[src/rtl/bit_unstuff_crc16_rx_if.sv]
// ---------------------------------------------------------------------------
// bit_unstuff_crc16_rx_if
// Bundles the receive-side bus stream and the per-packet status returned to
// the protocol handler.
//   in_bit / in_valid / in_eop : decoded bus bit, its qualifier, and the
//                                end-of-packet pulse (driven by the master)
//   pkt_out                    : received payload, first bus bit in bit 0
//   rx_busy / rx_done          : reception in progress / 1-cycle done pulse
//   crc_ok / stuff_err / len_err : packet status, held until the next packet
// The master modport is the bit source and the slave modport is the receiver.
// ---------------------------------------------------------------------------
interface bit_unstuff_crc16_rx_if #(
   parameter int DATA_BITS = 64
);
   logic                 in_bit;
   logic                 in_valid;
   logic                 in_eop;
   logic [DATA_BITS-1:0] pkt_out;
   logic                 rx_busy;
   logic                 rx_done;
   logic                 crc_ok;
   logic                 stuff_err;
   logic                 len_err;

   modport master (
      output in_bit, in_valid, in_eop,
      input  pkt_out, rx_busy, rx_done, crc_ok, stuff_err, len_err
   );

   modport slave (
      input  in_bit, in_valid, in_eop,
      output pkt_out, rx_busy, rx_done, crc_ok, stuff_err, len_err
   );
endinterface

[src/rtl/bit_unstuff_crc16_rx.sv]
// ---------------------------------------------------------------------------
// bit_unstuff_crc16_rx
// Receive side of the CRC16 encoder + bit stuffer. Takes the decoded serial
// body of a DATA packet (payload followed by the 16-bit CRC field), drops
// stuffed zeros, runs the USB CRC16 (x^16+x^15+x^2+1, preset all ones) over
// every accepted bit and deserialises the payload. One rx_done pulse with
// status is issued the cycle after each in_eop.
// Ports:
//   clock   : system clock, all state on the rising edge
//   reset_n : asynchronous active-low reset
//   bus     : slave side of bit_unstuff_crc16_rx_if (bit stream in, status out)
// ---------------------------------------------------------------------------
module bit_unstuff_crc16_rx #(
   parameter int DATA_BITS = 64
) (
   input  logic                        clock,
   input  logic                        reset_n,
   bit_unstuff_crc16_rx_if.slave       bus
);
   localparam int PKT_BITS = DATA_BITS + 16;
   localparam int CNT_W    = $clog2(PKT_BITS + 18);

   localparam logic [CNT_W-1:0] CNT_FULL     = CNT_W'(PKT_BITS);
   localparam logic [CNT_W-1:0] CNT_SAT      = CNT_W'(PKT_BITS + 1);
   localparam logic [15:0]      CRC_INIT     = 16'hFFFF;
   localparam logic [15:0]      CRC_POLY     = 16'h8005;
   localparam logic [15:0]      CRC_RESIDUAL = 16'h800D;

   typedef enum logic [1:0] {
      IDLE = 2'd0,
      RECV = 2'd1,
      ERR  = 2'd2
   } state_t;

   // One serial CRC16 step, MSB of the register is the highest-order term.
   function automatic logic [15:0] crc16_step(input logic [15:0] crc, input logic b);
      logic fb;
      fb         = crc[15] ^ b;
      crc16_step = {crc[14:0], 1'b0} ^ (fb ? CRC_POLY : 16'h0000);
   endfunction

   state_t               state_r, state_s;
   logic [2:0]           ones_r, ones_s;
   logic [CNT_W-1:0]     cnt_r, cnt_s;
   logic [15:0]          crc_r, crc_s;
   logic [PKT_BITS-1:0]  sr_r, sr_s;
   logic                 stuff_r, stuff_s;
   logic                 ovf_r, ovf_s;
   logic                 start_s;
   logic                 len_s;
   logic                 ok_s;

   logic [DATA_BITS-1:0] pkt_r;
   logic                 busy_r;
   logic                 done_r;
   logic                 crc_ok_r;
   logic                 stuff_err_r;
   logic                 len_err_r;

   // Next-state: packet start, unstuffing, CRC/shift update and EOP evaluation.
   always_comb begin
      state_s = state_r;
      ones_s  = ones_r;
      cnt_s   = cnt_r;
      crc_s   = crc_r;
      sr_s    = sr_r;
      stuff_s = stuff_r;
      ovf_s   = ovf_r;
      start_s = 1'b0;
      len_s   = 1'b0;
      ok_s    = 1'b0;

      // In IDLE the working values are presented as the packet preset, so a
      // bit arriving here is processed as the first bit of a fresh packet and
      // an EOP with no bits is judged as a zero-length packet.
      case (state_r)
         IDLE: begin
            ones_s  = 3'd0;
            cnt_s   = '0;
            crc_s   = CRC_INIT;
            stuff_s = 1'b0;
            ovf_s   = 1'b0;
            if (bus.in_valid) begin
               start_s = 1'b1;
               state_s = RECV;
            end else begin
               start_s = 1'b0;
               state_s = IDLE;
            end
         end
         RECV:    state_s = RECV;
         ERR:     state_s = ERR;
         default: state_s = IDLE;
      endcase

      if (bus.in_valid && ((state_r == IDLE) || (state_r == RECV))) begin
         if (ones_s == 3'd6) begin
            // Six ones in a row: this position must be a stuffed zero.
            if (bus.in_bit) begin
               stuff_s = 1'b1;
               state_s = ERR;
            end else begin
               ones_s = 3'd0;
            end
         end else begin
            ones_s = bus.in_bit ? (ones_s + 3'd1) : 3'd0;
            sr_s   = {bus.in_bit, sr_s[PKT_BITS-1:1]};
            crc_s  = crc16_step(crc_s, bus.in_bit);
            if (cnt_s == CNT_FULL) begin
               ovf_s   = 1'b1;
               state_s = ERR;
            end else begin
               ovf_s = ovf_s;
            end
            cnt_s = (cnt_s == CNT_SAT) ? cnt_s : (cnt_s + CNT_W'(1));
         end
      end else begin
         ones_s = ones_s;
      end

      // EOP is judged after this cycle's bit has been folded in.
      if (bus.in_eop) begin
         len_s   = (cnt_s != CNT_FULL) || ovf_s;
         ok_s    = !len_s && !stuff_s && (crc_s == CRC_RESIDUAL);
         state_s = IDLE;
      end else begin
         len_s = 1'b0;
         ok_s  = 1'b0;
      end
   end

   // FSM and working registers.
   always_ff @(posedge clock or negedge reset_n) begin
      if (!reset_n) begin
         state_r <= IDLE;
         ones_r  <= 3'd0;
         cnt_r   <= '0;
         crc_r   <= CRC_INIT;
         sr_r    <= '0;
         stuff_r <= 1'b0;
         ovf_r   <= 1'b0;
      end else begin
         state_r <= state_s;
         ones_r  <= ones_s;
         cnt_r   <= cnt_s;
         crc_r   <= crc_s;
         sr_r    <= sr_s;
         stuff_r <= stuff_s;
         ovf_r   <= ovf_s;
      end
   end

   // Registered status outputs; status holds until the next packet starts.
   always_ff @(posedge clock or negedge reset_n) begin
      if (!reset_n) begin
         pkt_r       <= '0;
         busy_r      <= 1'b0;
         done_r      <= 1'b0;
         crc_ok_r    <= 1'b0;
         stuff_err_r <= 1'b0;
         len_err_r   <= 1'b0;
      end else begin
         done_r <= bus.in_eop;
         busy_r <= (state_s != IDLE);
         if (bus.in_eop) begin
            crc_ok_r    <= ok_s;
            stuff_err_r <= stuff_s;
            len_err_r   <= len_s;
            if (ok_s) begin
               pkt_r <= sr_s[DATA_BITS-1:0];
            end else begin
               pkt_r <= pkt_r;
            end
         end else if (start_s) begin
            crc_ok_r    <= 1'b0;
            stuff_err_r <= 1'b0;
            len_err_r   <= 1'b0;
         end else begin
            crc_ok_r    <= crc_ok_r;
            stuff_err_r <= stuff_err_r;
            len_err_r   <= len_err_r;
         end
      end
   end

   assign bus.pkt_out   = pkt_r;
   assign bus.rx_busy   = busy_r;
   assign bus.rx_done   = done_r;
   assign bus.crc_ok    = crc_ok_r;
   assign bus.stuff_err = stuff_err_r;
   assign bus.len_err   = len_err_r;

endmodule

[src/flat_wrapper.sv]
// flat-port wrapper written by rule: the top's interface ports become plain ports
module bit_unstuff_crc16_rx_flat 
#(
   parameter int DATA_BITS = 64
)
  (clock, reset_n, bus_in_bit, bus_in_valid, bus_in_eop, bus_pkt_out, bus_rx_busy, bus_rx_done, bus_crc_ok, bus_stuff_err, bus_len_err);
  bit_unstuff_crc16_rx_if #(.DATA_BITS(DATA_BITS)) bus_i ();
  input  logic clock;
  input  logic reset_n;
  input wire logic [$bits(bus_i.in_bit)-1:0] bus_in_bit;
  input wire logic [$bits(bus_i.in_valid)-1:0] bus_in_valid;
  input wire logic [$bits(bus_i.in_eop)-1:0] bus_in_eop;
  output wire logic [$bits(bus_i.pkt_out)-1:0] bus_pkt_out;
  output wire logic [$bits(bus_i.rx_busy)-1:0] bus_rx_busy;
  output wire logic [$bits(bus_i.rx_done)-1:0] bus_rx_done;
  output wire logic [$bits(bus_i.crc_ok)-1:0] bus_crc_ok;
  output wire logic [$bits(bus_i.stuff_err)-1:0] bus_stuff_err;
  output wire logic [$bits(bus_i.len_err)-1:0] bus_len_err;
  assign bus_i.in_bit = bus_in_bit;
  assign bus_i.in_valid = bus_in_valid;
  assign bus_i.in_eop = bus_in_eop;
  assign bus_pkt_out = bus_i.pkt_out;
  assign bus_rx_busy = bus_i.rx_busy;
  assign bus_rx_done = bus_i.rx_done;
  assign bus_crc_ok = bus_i.crc_ok;
  assign bus_stuff_err = bus_i.stuff_err;
  assign bus_len_err = bus_i.len_err;
  bit_unstuff_crc16_rx #(.DATA_BITS(DATA_BITS)) u_core (.clock(clock), .reset_n(reset_n), .bus(bus_i));
endmodule
[config.mk]
export PLATFORM = sky130hd
export DESIGN_NAME = bit_unstuff_crc16_rx_flat
export DESIGN_NICKNAME = d
export VERILOG_FILES = /design/src/rtl/bit_unstuff_crc16_rx_if.sv /design/src/rtl/bit_unstuff_crc16_rx.sv /design/src/flat_wrapper.sv
export SDC_FILE = /design/constraint.sdc
export NUM_CORES = 1
export LEC_CHECK = 0
export BUFFER_PORTS_ARGS = -buffer_cell sky130_fd_sc_hd__buf_2
export CORE_MARGIN = 3
export CORE_UTILIZATION = 47
export CTS_BUF_LIST = sky130_fd_sc_hd__clkbuf_16
export DETAILED_ROUTE_END_ITERATION = 6
export GPL_ROUTABILITY_DRIVEN = 0
export PLACE_DENSITY_LB_ADDON = 0.08
export SLEW_MARGIN = 20
export SYNTH_ARGS = -nofsm -noshare
export SYNTH_HDL_FRONTEND = slang
export SYNTH_SLANG_ARGS = --single-unit
[constraint.sdc]
create_clock -name clock -period 4.5 [get_ports clock]
set_clock_uncertainty 0.1 [all_clocks]
set_input_delay 0.9 -clock clock [delete_from_list [all_inputs] [get_ports clock]]
set_output_delay 0.9 -clock clock [all_outputs]
set_load 0.03 [all_outputs]
==> reports/results.txt <==
The flow ran to the end, and the final reports show no timing, DRC or antenna violations. Counting the buffers created by CTS gives 17. The area growth from synthesis to layout came out at 15.0%. The tools report the final max-slew violation count as 0. The tools report the type of destination of the critical path as a register. The tools report the required arrival time at the worst endpoint as 4710 ps. The number of nets still failing antenna checks after routing was 0. The post-synthesis compound-gate area fraction works out to 4.02%.

The later-pin clock latency in the skew report is 420 ps, and the share of synthesized cell area in full adder, half adder and majority cells is 0.664%. Among the stages of the critical path, the cell type that occurs most often is sky130_fd_sc_hd__nand3_1. For the pin with the worst max-slew slack, the measured transition is 982 ps.

The run gives 4 as the number of H-tree branching levels. After synthesis, the share of flip-flops with an asynchronous set or reset is 100%. The synthesized design contains 0 enable-type register cells. Kind of launch point of the worst setup path: a register.

The die covers 0.0176 mm^2. The pre-antenna-repair detailed-routing pass consisted of 5 iterations. TritonCTS built the clock tree. For this block, the initial DRC count from the detailed router was 373. No sink is reached through more buffers than the 2 on the longest clock path. The via count was 5,006. After synthesis the cells add up to 0.00754 mm^2.

The kind of critical path is register to register. The post-route netlist has 26.6% of its cells at a drive strength greater than 1. The tightest min-delay check is of the register to register type. The floorplan die height was 133 um. Setup repair after global routing left no endpoint under its margin.

From left edge to right edge, the die measures 133 um. The tools report the final setup TNS as 0 ps. The most used flip-flop cell after synthesis is sky130_fd_sc_hd__dfrtp_1.

Entering global routing, the biggest net connects 94 pins. The tools report the fraction of the yosys area taken by sequential cells as 59.7%. In this run the standard cell core region covers 0.0154 mm^2.

Dividing total power by cell area gives a power density of 396 mW/mm^2. Summing the areas of all xor and xnor instances in the mapped netlist gives 0.465% of the synthesized area. After clock tree synthesis, the flow added hold-fix buffers numbering 0. The slowest stage of the critical path belongs to the cell sky130_fd_sc_hd__dfrtp_1. Leaving out fill and tap cells, the most frequent cell in the layout is sky130_fd_sc_hd__nand2_1. The smallest clock period supported by the final layout is computed as 3960 ps.

The worst-case IR drop observed on VDD is 294 uV. During synthesis, Yosys emitted a total of 0 warnings. Cells fill 56.2% of the core in the end. The effective utilization at floorplan is 48.8%. The run gives 0 as the max capacitance violation total. Synthesis produced a netlist with a net count of 694. In this run the static leakage power is 4.62 nW. For this run, the slowest stage of the critical path takes 530 ps. The number of antenna diodes in the final layout is 0. Buffers added to address setup during post-CTS repair amount to 0. The HPWL after detailed placement is 9300 um. The signal on the critical path passes through or2_2 -> nand2_1 -> ha_1 -> nand3_1 -> a41oi_1 -> nand3_1 -> or3_1 -> nor4_4 -> buf_12 -> mux2_2. Summed over its instances, the top area cell type makes up 54.1% of the synthesized netlist area. The run gives 54 as the post-synthesis cell type count.

At the worst endpoint, the arrival time is 4170 ps. Sorting the synthesized cells by area gives the leading types as sky130_fd_sc_hd__dfrtp_1 54%, sky130_fd_sc_hd__nand2_1 14%, sky130_fd_sc_hd__mux2_4 9.8%. Post-CTS repair changed the size of 0 cells.

The net count of the finished layout is 759. The floorplan has 45 rows. The first global-routing pass estimated 25,300 um of wire.

The worst-path maximum fanout is 49. During I/O placement, the number of pins put on the boundary was 74. The routed design has 14,700 um of wire.

In the routed layout, each cell is associated on average with a via count of 5.14. In the global route stage, overall resource usage came out at 17.6%. Worst setup slack for register-to-register paths: 540 ps.

Derived from the worst setup path, the maximum achievable clock frequency is 0.252 GHz. The synthesized area per cell is 11.0 um^2. The setup slack at placement is 549 ps, and the ratio of final minimum period to clock period is 88.1%. The number of antenna violations at the first check in global routing was 0.

Setup violations remaining at the end of the flow were counted as 0. After synthesis, the largest family of logic cells by area is simple AND/OR/NAND/NOR gates. Setup slack closes at 536 ps. The CTS root buffer is sky130_fd_sc_hd__clkbuf_16. The synthesized design spends more area on one cell type than any other, namely sky130_fd_sc_hd__dfrtp_1. Port buffer count: 73.

After clock tree synthesis, the clock-pin slew on the worst setup and hold paths is 70 ps. After detailed routing, the average wire length per cell comes to 15.1 um. For this run, design rule violations remaining after detail routing come to 0.

After Yosys synthesis, and, or, nand and nor cells account for 19.2% of the synthesized area. The mux contribution to synthesized area is 12.4%, and the relative max-transition margin is 34.6%. The top cell types in the final layout, fill and taps aside, are 273 x sky130_fd_sc_hd__nand2_1, 163 x sky130_fd_sc_hd__dfrtp_1, 72 x sky130_fd_sc_hd__buf_2. After global routing the overflow that remains totals 0. The run gives 685 as the instance count of the mapped netlist.

The tools report the number of global-route vias before repair as 5,030. The run gives 0 as the number of hold-slack violations in the final timing report. The synthesized design contains 179 register bits. The run gives 179 as the TritonCTS sink count.
critical path, delay by kind of cell (launching register included):
| kind | cells | cell delay [ps] |
|---|---|---|
| flip-flops | 1 | 530 |
| AO/OA/AOI/OAI | 1 | 390 |
| buffers and inverters | 1 | 330 |
| multiplexers | 1 | 380 |
| AND/OR/NAND/NOR | 6 | 1730 |
| adder cells (fa/ha/maj) | 1 | 290 |
final timing paths:
check / startpoint / end / cells past startpoint
worst max-delay path: u_core.state_r[0] / u_core.bus.pkt_out[18] / 10
worst min-delay path: u_core.sr_r[70] / u_core.sr_r[69] / 2
worst max register to register: u_core.state_r[0] / u_core.bus.pkt_out[18] / 10
worst min register to register: u_core.sr_r[70] / u_core.sr_r[69] / 2
max in group asynchronous: reset_n / u_core.crc_r[4] / 2
min in group asynchronous: reset_n / u_core.bus.rx_done / 1
where the power goes:
group          switching (mW)  internal, mW  leakage, nW  total (mW)
sequential             0.0366          1.67         2.42        1.71
clock                   0.658         0.893        0.304        1.55
combinational           0.126        0.0486         1.90       0.175
area by class of cell:
type                       count  area [um^2]
timing repair buffer          84          467
inverter                       7         26.3
fill                        1374         6760
sequential                   179         4500
clock inverter                15          200
clock buffer                  17          425
multi-input combinational    461         2780
tap                          211          264
through the flow:
stage          hold slack (ps)  power, mW  instance area, um^2  std cells
3_3_place_gp               348       1.91                 8040        942
5_1_grt                    404       3.58                 8670        974
3_5_place_dp               355       1.91                 8040        942
6_report                   369       3.43                 8670        974
2_1_floorplan              339       1.84                 7540        685
4_1_cts                    375       3.48                 8670        974
flip-flops by register name, indices dropped and copies added (netlist names):
| signal | flops |
|---|---|
| u_core.bus.rx_busy | 1 |
| u_core.bus.crc_ok | 1 |
| u_core.bus.pkt_out | 64 |
| u_core.bus.len_err | 1 |
| u_core.crc_r | 16 |
| u_core.ones_r | 3 |
| u_core.ovf_r | 1 |
| u_core.bus.stuff_err | 1 |
| u_core.stuff_r | 1 |
| u_core.cnt_r | 7 |
| u_core.bus.rx_done | 1 |
| u_core.sr_r | 80 |
| u_core.state_r | 2 |
Yosys cell counts (2+ instances only):
master / count
sky130_fd_sc_hd__a211o_1: 2
sky130_fd_sc_hd__a211oi_1: 6
sky130_fd_sc_hd__a21boi_0: 2
sky130_fd_sc_hd__a21o_1: 2
sky130_fd_sc_hd__a21oi_1: 6
sky130_fd_sc_hd__a22o_1: 2
sky130_fd_sc_hd__a31oi_1: 2
sky130_fd_sc_hd__a41oi_1: 2
sky130_fd_sc_hd__and2_1: 6
sky130_fd_sc_hd__and3_1: 4
sky130_fd_sc_hd__buf_1: 3
sky130_fd_sc_hd__buf_12: 5
sky130_fd_sc_hd__buf_2: 3
sky130_fd_sc_hd__clkbuf_1: 25
sky130_fd_sc_hd__dfrtp_1: 163
sky130_fd_sc_hd__dfstp_2: 16
sky130_fd_sc_hd__ha_1: 4
sky130_fd_sc_hd__inv_1: 7
sky130_fd_sc_hd__mux2_2: 16
sky130_fd_sc_hd__mux2_4: 49
sky130_fd_sc_hd__mux2i_1: 2
sky130_fd_sc_hd__nand2_1: 274
sky130_fd_sc_hd__nand2b_1: 3
sky130_fd_sc_hd__nand3_1: 16
sky130_fd_sc_hd__nand4b_1: 2
sky130_fd_sc_hd__nor2_1: 13
sky130_fd_sc_hd__nor2b_1: 4
sky130_fd_sc_hd__nor3_1: 5
sky130_fd_sc_hd__nor4_1: 5
sky130_fd_sc_hd__nor4b_1: 2
sky130_fd_sc_hd__o21ai_0: 5
sky130_fd_sc_hd__o21bai_1: 2
sky130_fd_sc_hd__o22ai_1: 2
sky130_fd_sc_hd__o2bb2ai_1: 2
sky130_fd_sc_hd__or2_2: 2
sky130_fd_sc_hd__xnor2_1: 3
cell families after synthesis:
group	after synthesis
and+or+nand+nor	344
DFF	179
muxes	67
buffers and inverters	45
AOI/OAI and AO/OA	42
xor gates and xnor gates	4
adders and majority gates	4
routing by layer:
layer | vias to the layer above | routed length (um) | global-route usage (%)
met5 | - | 0 | 0
met4 | 0 | 313 | 7.10
met3 | 21 | 611 | 3.54
met2 | 110 | 6820 | 27.2
met1 | 2497 | 6990 | 24.6
li1 | 2378 | - | -
Note: power is estimated with default switching activity, not from simulation.
